## src/rtl/gray_to_binary.sv

```systemverilog
// Registered Gray-to-binary converter that also flags multi-bit jumps
// between consecutive accepted Gray samples.
module gray_to_binary #(
    parameter int unsigned WIDTH = 4
) (
    input  logic             clk,
    input  logic             rst_n,
    input  logic             in_valid,
    input  logic [WIDTH-1:0] gray_in,
    output logic [WIDTH-1:0] binary_out,
    output logic             out_valid,
    output logic             step_err
);

    logic [WIDTH-1:0] prev_gray;
    logic             have_prev;
    logic [WIDTH-1:0] bin_c;
    logic [WIDTH-1:0] diff_c;
    logic             multi_bit_c;

    // Prefix XOR from the MSB: binary bit i is the parity of gray bits i and above.
    always_comb begin
        bin_c = '0;
        for (int unsigned i = 0; i < WIDTH; i++) begin
            bin_c[i] = ^(gray_in >> i);
        end
    end

    // Two or more differing bits <=> clearing the lowest set bit leaves something set.
    always_comb begin
        diff_c      = gray_in ^ prev_gray;
        multi_bit_c = |(diff_c & (diff_c - WIDTH'(1)));
    end

    always_ff @(posedge clk or negedge rst_n) begin
        if (!rst_n) begin
            binary_out <= '0;
            out_valid  <= 1'b0;
            step_err   <= 1'b0;
            prev_gray  <= '0;
            have_prev  <= 1'b0;
        end else if (in_valid) begin
            binary_out <= bin_c;
            out_valid  <= 1'b1;
            step_err   <= have_prev & multi_bit_c;
            prev_gray  <= gray_in;
            have_prev  <= 1'b1;
        end else begin
            out_valid  <= 1'b0;
            step_err   <= 1'b0;
        end
    end

endmodule

```

## config.mk

```make
export PLATFORM = sky130hd
export DESIGN_NAME = gray_to_binary
export DESIGN_NICKNAME = d
export VERILOG_FILES = /design/src/rtl/gray_to_binary.sv
export SDC_FILE = /design/constraint.sdc
export NUM_CORES = 1
export LEC_CHECK = 0
export ABC_AREA = 0
export ABC_CLOCK_PERIOD_IN_PS = 1200
export BUFFER_PORTS_ARGS = -buffer_cell sky130_fd_sc_hd__buf_2
export CORE_AREA = 2 2 39 41
export DETAILED_ROUTE_END_ITERATION = 6
export DIE_AREA = 0 0 41 43
export GPL_TIMING_DRIVEN = 0
export SYNTH_ARGS = -nofsm -noshare
export SYNTH_HDL_FRONTEND = slang
export SYNTH_SLANG_ARGS = --single-unit
```

## constraint.sdc

```tcl
create_clock -name clk -period 1.2 [get_ports clk]
set_input_delay 0.12 -clock clk [delete_from_list [all_inputs] [get_ports clk]]
set_output_delay 0.12 -clock clk [all_outputs]
set_load 0.01 [all_outputs]
```

==> run metrics <==
sort of element at the start of the critical path=input port; total power after layout=a little under 0.8 mW; Post-CTS Resized=0; Post-Synthesis Net Count=40; start point of the critical path=in_valid; slack of the worst reg-to-reg path=between 0.2 and 0.25 ns; post-route ant nets=0; latest clock arrival within the worst-skew pair=around 0.26 ns; Detailed Route Iter0 Violations=0; P&R area growth vs syn=26.1%; cells after synthesis=33; weighted congestion at the end of routability-driven global placement=0.699; # IOs=13; number of cell instances on the worst register-to-register path=3; detailed placement HPWL=approximately 550 um; element type at the critical path end=flop; Die Area=roughly 1800 um2; Worst Setup Slack post-DPL=between 0.2 and 0.25 ns; period utilisation layout=0.900; final core utilization=0.410; Pins Over Slew Limit=0; final instance area=568 um2; CTS H-Tree Depth=1; gr ovfl total=0; fraction of the yosys area taken by sequential cells=0.556; number of global-route vias before repair=285; Highest Clock Rate=slightly above 900 MHz; static leakage=about 0.26 nW; fraction of layout instances using a drive strength above 1=0.469; power density over the cells=around 1400 nW/um2; arrival time of data at the critical path endpoint=roughly 1.2 ns; DRC=0; clock tree buffer depth=2; result of the run=completed; initial antenna violation count=0; total number of clock tree sinks=10; IR drop worst, VDD=approximately 0.63 mV; clock period minus worst slack=between 1 and 1.5 ns; final non-filler cell total=65; via count=291; post-layout net count=58; required arrival time at the worst endpoint=around 1.4 ns; overall global routing resource usage=0.102; cell row count=14; detail-routed net length per standard cell=approximately 12 um; post-synth cell types=14; Hold Crit Endpoint=prev_gray[0]; kind of cell adding the most delay to the critical path=buffers and inverters; clock slew seen by the registers of the worst setup and hold paths=~0.060 ns; Worst Slack Setup Final=roughly 0.12 ns; number of CTS-inserted buffers=3; Yosys reg bits=10; Setup Skew=between 0.004 and 0.005 ns; average size of a mapped cell=~14 um2; hold wc startpoint=gray_in[0]; worst path cell trace=dlygate4sd3_1 -> buf_2 -> mux2_2; DRT Wirelength=754 um; Clk Tree Root Cell=clkbuf_4; Placeable Area=1380 um2; cell count after placement=61; Die Span Y=43 um; Pre-Repair DR Iteration Count=1; CTS tree=built; unrepaired setup endpoints after global routing=no; total setup violations reported at the end of the flow=0; post-synthesis instance area=between 400 and 500 um2; slew at the pin closest to its max-slew limit=approximately 0.22 ns; number of inserted diodes=0; worst hold path type=in -> reg; Die Width=approximately 40 um; largest net degree at the start of global routing=11; number of cells traversed by the worst hold path=2; capturing point of the worst reg2reg path=step_err; endpoints failing hold=0; initial standard-cell utilization of the core=0.325; combined buffer and inverter count along the critical path=2; post-detailed-placement cell area=between 500 and 600 um2; worst-case headroom to the max-slew limit=0.849; routed via count divided by cell count=~4.5; Critical Path Max Stage Delay=~0.52 ns; number of port buffers=12; Crit Path Class=in -> reg; CP Max Fanout=12; cell at the slowest stage of the critical path=dlygate4sd3_1; worst hold slack=between 0.1 and 0.15 ns; Synthesis Warnings=0; wire length of the first global-routing pass=roughly 1200 um; Setup TNS=0 ns; Max-cap violations=0; worst r2r src=prev_gray[1]
cells in the mapped netlist:
cell type  number  area, um2
dfrtp_1        10        250
mux2_2          5       56.3
xor2_1          4       35.0
a211oi_1        2       15.0
a21oi_1         2       10.0
nor2_1          2       7.51
buf_2           1       5.00
buf_4           1       7.51
nand2_1         1       3.75
nor3_1          1       5.00
or2_2           1       6.26
xnor2_1         1       8.76
xnor2_2         1       16.3
xor3_1          1       23.8
placed cells by master (no fill, tap or decap):
cell type | netlist | layout
buf_2 | 1 | 12
dfrtp_1 | 10 | 10
mux2_2 | 5 | 5
xor2_1 | 4 | 4
clkbuf_4 | 0 | 3
a211oi_1 | 2 | 2
nor2_1 | 2 | 2
a21oi_1 | 2 | 2
dlygate4sd3_1 | 0 | 2
nand2_1 | 1 | 1
nor3_1 | 1 | 1
xnor2_2 | 1 | 1
xnor2_1 | 1 | 1
or2_2 | 1 | 1
xor3_1 | 1 | 1
buf_4 | 1 | 1
kinds of logic after synthesis:
group,Yosys count,share of synthesized area
muxes,5,0.125
buffers and inverters,2,0.0278
xor gates and xnor gates,7,0.186
AOI/OAI and AO/OA,4,0.0555
and+or+nand+nor,5,0.0500
DFF,10,0.556
state kept, by name, indices dropped and copies added (netlist names):
name,flops
out_valid,1
binary_out,4
have_prev,1
prev_gray,3
step_err,1
worst reg2reg max path: cells and delay by family, from the launching register on:
family | cells | cell delay (ns)
XOR/XNOR | 1 | 0.16
flip-flops | 1 | 0.39
AND/OR/NAND/NOR | 1 | 0.07
AO/OA/AOI/OAI | 1 | 0.23
layer usage:
| layer | routed length [um] | up-vias | global-route usage |
|---|---|---|---|
| met5 | 0 | - | 0 |
| met4 | 0 | 0 | 0.0600 |
| met3 | 34 | 0 | 0.0314 |
| met2 | 392 | 8 | 0.147 |
| met1 | 327 | 138 | 0.128 |
| li1 | - | 145 | - |
what timing repair did:
item / CTS / global route
endpoints found under the hold margin: 11 / 0
hold buffers: 2 / 0
buffers inserted: 0 / 0
setup endpoints to repair: 0 / 4
cell type report:
class,instances,area [um2]
well taps,16,20.0
multi-input cells,21,188
flip-flops and latches,10,250
plain buffers,1,7.51
fillers,128,816
clock buffers,3,22.5
repair buffers,14,80.1
worst max-delay path by stage:
stage	to	slack, ns	cells after the start
6_report	binary_out[1]	0.12	3
2_1_floorplan	step_err	0.28	3
5_1_grt	binary_out[1]	0.04	3
4_1_cts	binary_out[1]	0.02	4
3_3_place_gp	binary_out[0]	0.22	4
3_5_place_dp	step_err	0.22	3
power by group:
group | switching (mW) | leakage, nW | total (mW) | internal, mW
clock network | 0.118 | 0.0138 | 0.234 | 0.116
registers | 0.0189 | 0.114 | 0.393 | 0.374
logic | 0.0758 | 0.137 | 0.162 | 0.0859
total | 0.212 | 0.265 | 0.788 | 0.576
Note: power is estimated with default switching activity, not from simulation.
